**config.mk**
```make
export PLATFORM = sky130hd
export DESIGN_NAME = bcd_countdown_core
export DESIGN_NICKNAME = d
export VERILOG_FILES = /design/src/rtl/bcd_timer_pkg.sv /design/src/rtl/bcd_digit_dec.sv /design/src/rtl/bcd_countdown_core.sv
export SDC_FILE = /design/constraint.sdc
export NUM_CORES = 1
export LEC_CHECK = 0
export BUFFER_PORTS_ARGS = -buffer_cell sky130_fd_sc_hd__buf_4
export CORE_MARGIN = 2
export CORE_UTILIZATION = 40
export CTS_BUF_LIST = sky130_fd_sc_hd__clkbuf_4
export DETAILED_ROUTE_END_ITERATION = 7
export PLACE_DENSITY = 0.63
export SLEW_MARGIN = 10
export SYNTH_ARGS = -nofsm -noshare
export SYNTH_HDL_FRONTEND = slang
export SYNTH_SLANG_ARGS = --single-unit
```
**constraint.sdc**
```tcl
create_clock -name clock -period 3.9 [get_ports clock]
set_input_delay 0.78 -clock clock [delete_from_list [all_inputs] [get_ports clock]]
set_output_delay 0.78 -clock clock [all_outputs]
set_load 0.01 [all_outputs]
```
**src/rtl/bcd_timer_pkg.sv**
```systemverilog
// Shared types, constants and helpers for the BCD countdown timer.
package bcd_timer_pkg;

    // Timer control states.
    typedef enum logic [1:0] {
        ST_IDLE     = 2'd0,
        ST_RUN      = 2'd1,
        ST_PAUSED   = 2'd2,
        ST_EXPLODED = 2'd3
    } timer_state_t;

    // Largest legal value of a decimal digit and of the tens-of-seconds digit.
    localparam logic [3:0] BCD_MAX     = 4'd9;
    localparam logic [3:0] SEC_TEN_MAX = 4'd5;

    // Widest time bus supported: four minute digits plus two second digits.
    localparam int MAX_TIME_W = 24;

    // A time value is legal when both second digits and every used minute digit
    // are within range. Narrower buses are zero-extended by the caller, so
    // unused upper nibbles are zero and never affect the result.
    function automatic logic is_valid_bcd_time(input logic [MAX_TIME_W-1:0] t,
                                               input int min_digits);
        logic ok;
        ok = 1'b1;
        if (t[3:0] > BCD_MAX) begin
            ok = 1'b0;
        end else begin
            ok = ok;
        end
        if (t[7:4] > SEC_TEN_MAX) begin
            ok = 1'b0;
        end else begin
            ok = ok;
        end
        for (int i = 0; i < 4; i++) begin
            if ((i < min_digits) && (t[8 + 4*i +: 4] > BCD_MAX)) begin
                ok = 1'b0;
            end else begin
                ok = ok;
            end
        end
        return ok;
    endfunction

endpackage

```
**src/rtl/bcd_digit_dec.sv**
```systemverilog
// One BCD digit of the decrement ripple chain: subtracts the incoming borrow
// and wraps 0 to MODULUS_MAX, passing a borrow to the next digit up.
module bcd_digit_dec
    import bcd_timer_pkg::*;
#(
    parameter logic [3:0] MODULUS_MAX = 4'd9
) (
    input  logic [3:0] digit,
    input  logic       borrow_in,
    output logic [3:0] digit_next,
    output logic       borrow_out
);

    // Decrement with wrap; without an incoming borrow the digit passes through.
    always_comb begin
        digit_next = digit;
        borrow_out = 1'b0;
        if (borrow_in) begin
            if (digit == 4'd0) begin
                digit_next = MODULUS_MAX;
                borrow_out = 1'b1;
            end else begin
                digit_next = digit - 4'd1;
                borrow_out = 1'b0;
            end
        end else begin
            digit_next = digit;
            borrow_out = 1'b0;
        end
    end

endmodule

```
**src/rtl/bcd_countdown_core.sv**
```systemverilog
// MM:SS countdown core: BCD time register, sub-second tick divider with
// strike speed-up, pause, load validation and a sticky explode flag.
module bcd_countdown_core
    import bcd_timer_pkg::*;
#(
    parameter int MIN_DIGITS = 2,
    parameter int SUBTICKS   = 4,
    parameter int STRIKE_W   = 2,
    parameter int W          = 4 * (MIN_DIGITS + 2)
) (
    input  logic                clock,
    input  logic                reset,
    input  logic                tick_enable,
    input  logic                load,
    input  logic [W-1:0]        time_count,
    input  logic                stop,
    input  logic [STRIKE_W-1:0] strikes,
    output logic [W-1:0]        bcd,
    output logic                running,
    output logic                explode,
    output logic                load_err,
    output logic                low_time
);

    localparam int NDIG  = MIN_DIGITS + 2;
    localparam int CNT_W = 5;
    // Threshold arithmetic is wide enough for both the counter and any strike count.
    localparam int TW    = ((STRIKE_W > CNT_W) ? STRIKE_W : CNT_W) + 1;
    localparam logic [TW-1:0] SUB_T = TW'(SUBTICKS);
    localparam logic [TW-1:0] ONE_T = TW'(1);

    timer_state_t     state_r;
    logic [W-1:0]     bcd_r;
    logic             explode_r;
    logic             load_err_r;
    logic [CNT_W-1:0] sub_cnt_r;

    logic [W-1:0]     dec_bcd_s;
    logic [NDIG:0]    borrow_s;
    logic             bcd_zero_s;
    logic             load_valid_s;
    logic             time_zero_s;
    logic [TW-1:0]    strikes_ext_s;
    logic [TW-1:0]    thr_s;
    logic             boundary_s;

    // The chain always subtracts one second; the result is only used at a boundary.
    assign borrow_s[0] = 1'b1;

    genvar g;
    generate
        for (g = 0; g < NDIG; g++) begin : g_dec
            localparam logic [3:0] DIG_MAX = (g == 1) ? SEC_TEN_MAX : BCD_MAX;
            bcd_digit_dec #(.MODULUS_MAX(DIG_MAX)) u_dec (
                .digit      (bcd_r[4*g +: 4]),
                .borrow_in  (borrow_s[g]),
                .digit_next (dec_bcd_s[4*g +: 4]),
                .borrow_out (borrow_s[g+1])
            );
        end
    endgenerate

    // A borrow escaping the top digit happens exactly when every digit is zero.
    assign bcd_zero_s = borrow_s[NDIG];

    // Load qualification: digit ranges and the zero special case.
    always_comb begin
        load_valid_s = is_valid_bcd_time(MAX_TIME_W'(time_count), MIN_DIGITS);
        time_zero_s  = (time_count == {W{1'b0}});
    end

    // Ticks per second shrink with strikes but never below one; re-evaluated
    // every cycle so a strike jump past the current count forces the next boundary.
    always_comb begin
        strikes_ext_s = TW'(strikes);
        if (strikes_ext_s >= SUB_T) begin
            thr_s = ONE_T;
        end else begin
            thr_s = SUB_T - strikes_ext_s;
        end
        boundary_s = ((TW'(sub_cnt_r) + ONE_T) >= thr_s);
    end

    // Control FSM with registered time, flag and error outputs.
    always_ff @(posedge clock) begin
        if (reset) begin
            state_r    <= ST_IDLE;
            bcd_r      <= {W{1'b0}};
            explode_r  <= 1'b0;
            load_err_r <= 1'b0;
            sub_cnt_r  <= {CNT_W{1'b0}};
        end else begin
            load_err_r <= 1'b0;
            if (load) begin
                if (!load_valid_s) begin
                    load_err_r <= 1'b1;
                end else if (time_zero_s) begin
                    state_r   <= ST_EXPLODED;
                    bcd_r     <= {W{1'b0}};
                    explode_r <= 1'b1;
                    sub_cnt_r <= {CNT_W{1'b0}};
                end else begin
                    state_r   <= stop ? ST_PAUSED : ST_RUN;
                    bcd_r     <= time_count;
                    explode_r <= 1'b0;
                    sub_cnt_r <= {CNT_W{1'b0}};
                end
            end else begin
                case (state_r)
                    ST_IDLE: begin
                        state_r <= ST_IDLE;
                    end
                    ST_RUN: begin
                        if (stop) begin
                            state_r <= ST_PAUSED;
                        end else if (tick_enable) begin
                            if (boundary_s) begin
                                sub_cnt_r <= {CNT_W{1'b0}};
                                if (bcd_zero_s) begin
                                    state_r   <= ST_EXPLODED;
                                    explode_r <= 1'b1;
                                end else begin
                                    bcd_r <= dec_bcd_s;
                                end
                            end else begin
                                sub_cnt_r <= sub_cnt_r + 5'd1;
                            end
                        end else begin
                            state_r <= ST_RUN;
                        end
                    end
                    ST_PAUSED: begin
                        if (!stop) begin
                            state_r <= ST_RUN;
                        end else begin
                            state_r <= ST_PAUSED;
                        end
                    end
                    ST_EXPLODED: begin
                        bcd_r     <= {W{1'b0}};
                        explode_r <= 1'b1;
                    end
                    default: begin
                        state_r <= ST_IDLE;
                    end
                endcase
            end
        end
    end

    assign bcd      = bcd_r;
    assign explode  = explode_r;
    assign load_err = load_err_r;
    assign running  = (state_r == ST_RUN) || (state_r == ST_PAUSED);
    assign low_time = running && (bcd_r[W-1:8] == {(W-8){1'b0}});

endmodule

```
==> metrics.yaml, run 1 <==
sta:
  setup_ws_ns: 1.28
  finalSetupViolations: 0
  worstMarginPinSlew_ns: 0.744
  fmax_mhz: 382
  clock_skew_ns: 0.00596
  holdWs_ns: 0.489
  rsz0062_at_grt: "no"
  finalCriticalPeriod_ns: 2.62
  final_max_slew_viol_count: 0
  hold_violations: 0
  slew_headroom: 0.504
  fin_crit_sh: 0.671
  tns_ns: 0
synthesis:
  synth.avg_cell_area_um2: 8.24
  synthFlopType: "dfxtp_1"
  ys_seq_area_frac: 0.262
  synth.net_count: 268
  postSynth.asyncResetShare: 0
  netlist_instances: 232
  synth_cell_types: 57
  synth_edf_count: 0
  synthesis.area_um2: 1910
  ys_warn_count: 0
  ys_seq_elements: 25
power:
  power_density_nw_per_um2: 273
  clockPowerShare: 0.213
  p_int_mw: 0.407
  swShare: 0.347
  p_switching_mw: 0.216
  ir_drop_uv: 143
  p_leak_nw: 0.956
  p_seq_frac: 0.454
  combPwrFrac: 0.333
routing:
  vias: 1933
  viasPerCell: 5.98
  drt_wl_total_mm: 5.20
  firstDrtPassIters: 4
  drt-initial-drc-count: 169
  wl_per_cell_um: 16.1
  drc: 0
  ant_nets: 0
die:
  design.die.area_um2: 5350
  core.rowCount: 25
  die_h_um: 73.1
  start_util: 0.410
  io_pins: 43
  die_w_um: 73.1
  core_area_um2: 4660
grt:
  grt_pass1_wl_mm: 8.36
  met3_usage: 0.0345
  grt_use_total: 0.199
  met1_usage: 0.271
  antenna_found_initial: 0
  first_global_vias: 1802
  grt.busiest_layer: "met2"
  use_met2: 0.319
  grt-ovfl-total: 0
  grt_max_degree: 30
setup_path:
  worstSetupEndpointType: "primary output"
  cp_top_family: "simple AND/OR/NAND/NOR gates"
  reg2reg_depth: 8
  r2r_end: "bcd[2]"
  critPathLaunchType: "flip-flop"
  arrival_ns: 1.84
  r2r_setup_slack_ns: 1.43
  worstSetupPathType: "reg -> out"
  cp.required_ns: 3.12
  slowest_stage: "nor3b_2"
  timing.critical_path.buf_inv: 2
  r2r_start: "sub_cnt_r[0]"
  crit_chain: "inv_1 -> ha_1 -> nor3b_2 -> and3_1 -> buf_4"
  crit_fanout: 7
  max_stage_delay_ns: 0.48
clock_network:
  clk_latency_ns: 0.33
  post_cts_buffers: 0
  clk_pin_slew_ns: 0.15
  cts_buffer_depth: 2
  cts_resized: 0
  cts_tree: "yes"
  cts_buffers: 3
  cts_root_buf: "clkbuf_4"
  cts_hold_buf: 0
  clock_sinks: 25
  cts_htree_levels: 1
status:
  outcome: "completed"
finish:
  layout-drive-gt1-share: 0.230
  fin_cells: 323
  diodes: 0
  syn2layout_area_growth_pct: 19.6
  fin_nets: 306
placement:
  dp.cells: 319
  dpl.hpwl_mm: 4.04
  place_congestion: 0.866
  io_buffers: 42
  place_ws_ns: 1.11
run:
  max_cap_violations: 0
hold_path:
  hold_path_end: "explode"
  min-delay-start: "explode"
  holdCritPathClass: "reg -> reg"
  hold_path_depth: 2
cell families (layout without fill, tap and decap cells):
logic type,after synthesis,after routing,synth area share
AOI/OAI and AO/OA,90,90,0.344
DFF,25,25,0.262
and+or+nand+nor,64,64,0.195
buffers and inverters,33,70,0.0688
muxes,6,6,0.0399
adders and majority gates,13,13,0.0851
xor gates and xnor gates,1,1,0.00458
sequential cells by signal, summed over array words and instances (netlist names):
signal and cells:
sub_cnt_r 5, bcd 16, explode 1, state_r 2, load_err 1
worst min-delay path, cell delays in order (launching register included):
cell and delay, ns:
dfxtp_1 0.34, inv_1 0.05, a221oi_1 0.06
stage by stage:
step                      area (um^2)  total power [mW]   util
final                            2290             0.623  0.490
after global routing             2290             0.661  0.490
after CTS                        2290             0.627  0.490
after detailed placement         2260             0.496  0.484
after global placement           2260             0.495  0.484
after floorplan                  1910             0.420      -
worst max-delay path by stage:
stage                           from         end  slack [ns]  cells after the start
after floorplan           strikes[0]  state_r[0]        1.40                      9
after global placement    strikes[0]      bcd[2]        1.15                     10
after detailed placement  strikes[0]      bcd[2]        1.11                     10
after CTS                    bcd[12]    low_time        1.25                      5
after global routing         bcd[12]    low_time        1.19                      5
final                        bcd[12]    low_time        1.28                      5
layout by cell type, fill, tap and decap left out, types with 3 or more instances in the layout:
master and count:
mux2_1 3, nor2_1 14, o21ai_0 14, clkbuf_4 4, o211ai_2 3, nand2_1 14, nand2b_1 4, a211oi_1 18
ha_1 13, a21o_1 3, nor4_1 5, o31ai_1 5, and3_1 3, a221oi_1 3, buf_4 43, nor3b_2 4
nor3_1 4, a31oi_1 3, o21bai_1 3, inv_1 23, nand3b_1 3, a21oi_1 13, dfxtp_1 25
cell type report:
type	instances	area [um^2]
Fill cell	469	2370
Clock buffer	4	30.0
Sequential cell	25	500
Timing Repair Buffer	43	323
Tap cell	54	67.6
Multi-Input combinational cell	174	1280
Inverter	23	86.3
Yosys cell counts (2+ instances only):
master	n	area, um^2
o31ai_1	5	37.5
a211oi_1	18	135
a21o_1	3	22.5
dfxtp_1	25	500
o21bai_1	3	22.5
a22o_1	2	17.5
a221oi_1	3	26.3
a22oi_1	2	15.0
nor3b_2	4	50.1
nor2_1	14	52.6
a31oi_1	3	18.8
a21oi_1	13	65.1
nor4_1	5	31.3
a2111oi_0	2	17.5
nand2b_1	4	25.0
nand2_1	14	52.6
nand3b_1	3	22.5
ha_1	13	163
buf_2	3	15.0
clkbuf_1	6	22.5
inv_1	23	86.3
mux2_1	3	33.8
a21boi_0	2	15.0
o21ai_0	14	70.1
o211ai_2	3	37.5
and3_1	3	18.8
nor3_1	4	20.0
or3_1	2	12.5
nand3_1	2	10.0
mux2i_1	2	20.0
o41ai_1	2	17.5
a31o_1	2	17.5
power by group through the flow:
stage	Combinational (mW)	Clock [mW]	Sequential, mW
finish	0.208	0.133	0.283
global route	0.229	0.147	0.285
CTS	0.208	0.136	0.283
detailed placement	0.207	0	0.289
global placement	0.207	0	0.288
floorplan	0.129	0	0.291
metal layers:
layer  share of wire  routed length (um)  vias up
li1                -                   -      958
met1            0.46                2400      909
met2            0.48                2470       55
met3           0.045                 236       11
met4           0.017                  86        0
met5               0                   0        -
Note: power is estimated with default switching activity, not from simulation.
==> inputs of run 2 (changes only) <==
PLACE_DENSITY = 0.65   (was 0.63)
clock period = 2.3 ns   (was 3.9 ns; I/O delays follow)
==> metrics.yaml, run 2 (synthesis results as in run 1) <==
setup_path:
  reg2reg_depth: 8  # unchanged
  r2r_setup_slack_ns: 0.02  # was 1.43 ns
  r2r_start: "sub_cnt_r[1]"  # was sub_cnt_r[0]
  worstSetupEndpointType: "flip-flop"  # was primary output
  worstSetupPathType: "reg -> reg"  # was reg -> out
  max_stage_delay_ns: 0.37  # was 0.48 ns
  arrival_ns: 2.51  # was 1.84 ns
  cp-startpoint: "sub_cnt_r[1]"  # was bcd[12]
  cp_num_cells: 8  # was 5
  crit_chain: "ha_4 -> xor2_1 -> ha_2 -> nor4b_4 -> mux2i_4 -> o2111a_1 -> o211ai_2 -> mux2_4"  # was inv_1 -> ha_1 -> nor3b_2 -> and3_1 -> buf_4
  cp.required_ns: 2.54  # was 3.12 ns
  crit_fanout: 7  # unchanged
  slowest_stage: "dfxtp_2"  # was nor3b_2
  critPathLaunchType: "flip-flop"  # unchanged
  cp_top_family: "compound AO/OA/AOI/OAI gates"  # was simple AND/OR/NAND/NOR gates
  timing.critical_path.buf_inv: 0  # was 2
hold_path:
  holdCritPathClass: "in -> reg"  # was reg -> reg
  hold_path_depth: 3  # was 2
  min-delay-start: "time_count[4]"  # was explode
die:
  die_w_um: 73.1  # unchanged
  io_pins: 43  # unchanged
  die_h_um: 73.1  # unchanged
  core_area_um2: 4660  # unchanged
  design.die.area_um2: 5350  # unchanged
  start_util: 0.410  # unchanged
  core.rowCount: 25  # unchanged
routing:
  drc: 0  # unchanged
  viasPerCell: 6.01  # was 5.98
  drt_wl_total_mm: 5.81  # was 5.20 mm
  firstDrtPassIters: 5  # was 4
  vias: 2075  # was 1933
  drt-initial-drc-count: 143  # was 169
  ant_nets: 0  # unchanged
  wl_per_cell_um: 16.8  # was 16.1 um
placement:
  place_ws_ns: -0.120  # was 1.11 ns
  io_buffers: 42  # unchanged
  place_congestion: 0.839  # was 0.866
  dp.cells: 336  # was 319
  dpl.hpwl_mm: 4.23  # was 4.04 mm
  placed_area_um2: 2380  # was 2260 um^2
sta:
  holdWs_ns: 0.408  # was 0.489 ns
  fin_crit_sh: 0.990
  tns_ns: 0  # unchanged
  setup_ws_ns: 0.0222  # was 1.28 ns
  slew_headroom: 0.598  # was 0.504
  hold_violations: 0  # unchanged
  rsz0062_at_grt: "yes"  # was no
  fmax_mhz: 439
  finalCriticalPeriod_ns: 2.28
  worstMarginPinSlew_ns: 0.602  # was 0.744 ns
  finalSetupViolations: 0  # unchanged
  final_max_slew_viol_count: 0  # unchanged
  clock_skew_ns: 0.00899  # was 0.00596 ns
finish:
  layout-drive-gt1-share: 0.347  # was 0.230
  layout_commonest_cell: "buf_4"  # unchanged
  fin_area_um2: 2550  # was 2290 um^2
  syn2layout_area_growth_pct: 33.5  # was 19.6%
  largest_register_ffs: 16  # unchanged
  utilization: 0.547  # was 0.490
  final_cell_mix: "buf_4 (65), inv_1 (23), dfxtp_1 (23)"  # was buf_4 (43), dfxtp_1 (25), inv_1 (23)
  diodes: 0  # unchanged
  fin_cells: 345  # was 323
  fin_nets: 328  # was 306
clock_network:
  cts_root_buf: "clkbuf_4"  # unchanged
  cts_buffer_depth: 2  # unchanged
  cts_htree_levels: 1  # unchanged
  clk_latency_ns: 0.33  # about the same
  clock_sinks: 25  # unchanged
  cts_tree: "yes"  # unchanged
  cts_buffers: 3  # unchanged
  clk_pin_slew_ns: 0.16  # was 0.15 ns
power:
  p_leak_nw: 1.08  # was 0.956 nW
  ir_drop_uv: 200  # was 143 uV
  p_total_mw: 1.13  # was 0.623 mW
  power_density_nw_per_um2: 442  # was 273 nW/um^2
grt:
  grt-ovfl-total: 0  # unchanged
  antenna_found_initial: 0  # unchanged
  grt_pass1_wl_mm: 9.20  # was 8.36 mm
  grt_max_degree: 30  # unchanged
  grt_use_total: 0.220  # was 0.199
  first_global_vias: 2013  # was 1802
status:
  outcome: "completed"  # unchanged
run:
  max_cap_violations: 0  # unchanged
run 2: cell count changes in the layout (fill, tap and decap cells not counted), sizes merged:
cell and delta:
buf +22, clkinv +1, clkbuf -1
run 2: routing by layer:
| metal | wire, um | GRT usage |
|---|---|---|
| met5 | 0 | 0 |
| met4 | 57 | 0.0658 |
| met3 | 265 | 0.0262 |
| met2 | 2860 | 0.368 |
| met1 | 2630 | 0.295 |
run 2: final timing paths:
kind                              endpoint
worst min register to register     explode
worst min-delay path                bcd[4]
worst max-delay path            state_r[0]
worst max register to register  state_r[0]
run 2: area by class of cell:
class	instances	area, um^2
Fill cell	446	2110
Multi-Input combinational cell	174	1380
Sequential cell	25	503
Timing Repair Buffer	65	488
Inverter	23	86.3
Tap cell	54	67.6
Clock buffer	3	22.5
Clock inverter	1	5.00
run 2: tightest hold or removal path, stage by stage:
cell      delay, ns
buf_4          0.12
nand2_1        0.05
a311oi_1       0.08
run 2: what timing repair did:
item | 4_1_cts | 5_1_grt
hold buffers | 0 | 0
setup endpoints to repair | 5 | 20
resized for setup | 2 | 22
setup buffers | 2 | 3
pin swaps | 0 | 11
run 2: where the power goes:
| part | leakage, nW | switching [mW] | internal [mW] | total, mW |
|---|---|---|---|---|
| Clock | 0.0177 | 0.151 | 0.0653 | 0.216 |
| Sequential | 0.204 | 0.0262 | 0.455 | 0.481 |
| Combinational | 0.860 | 0.224 | 0.206 | 0.430 |
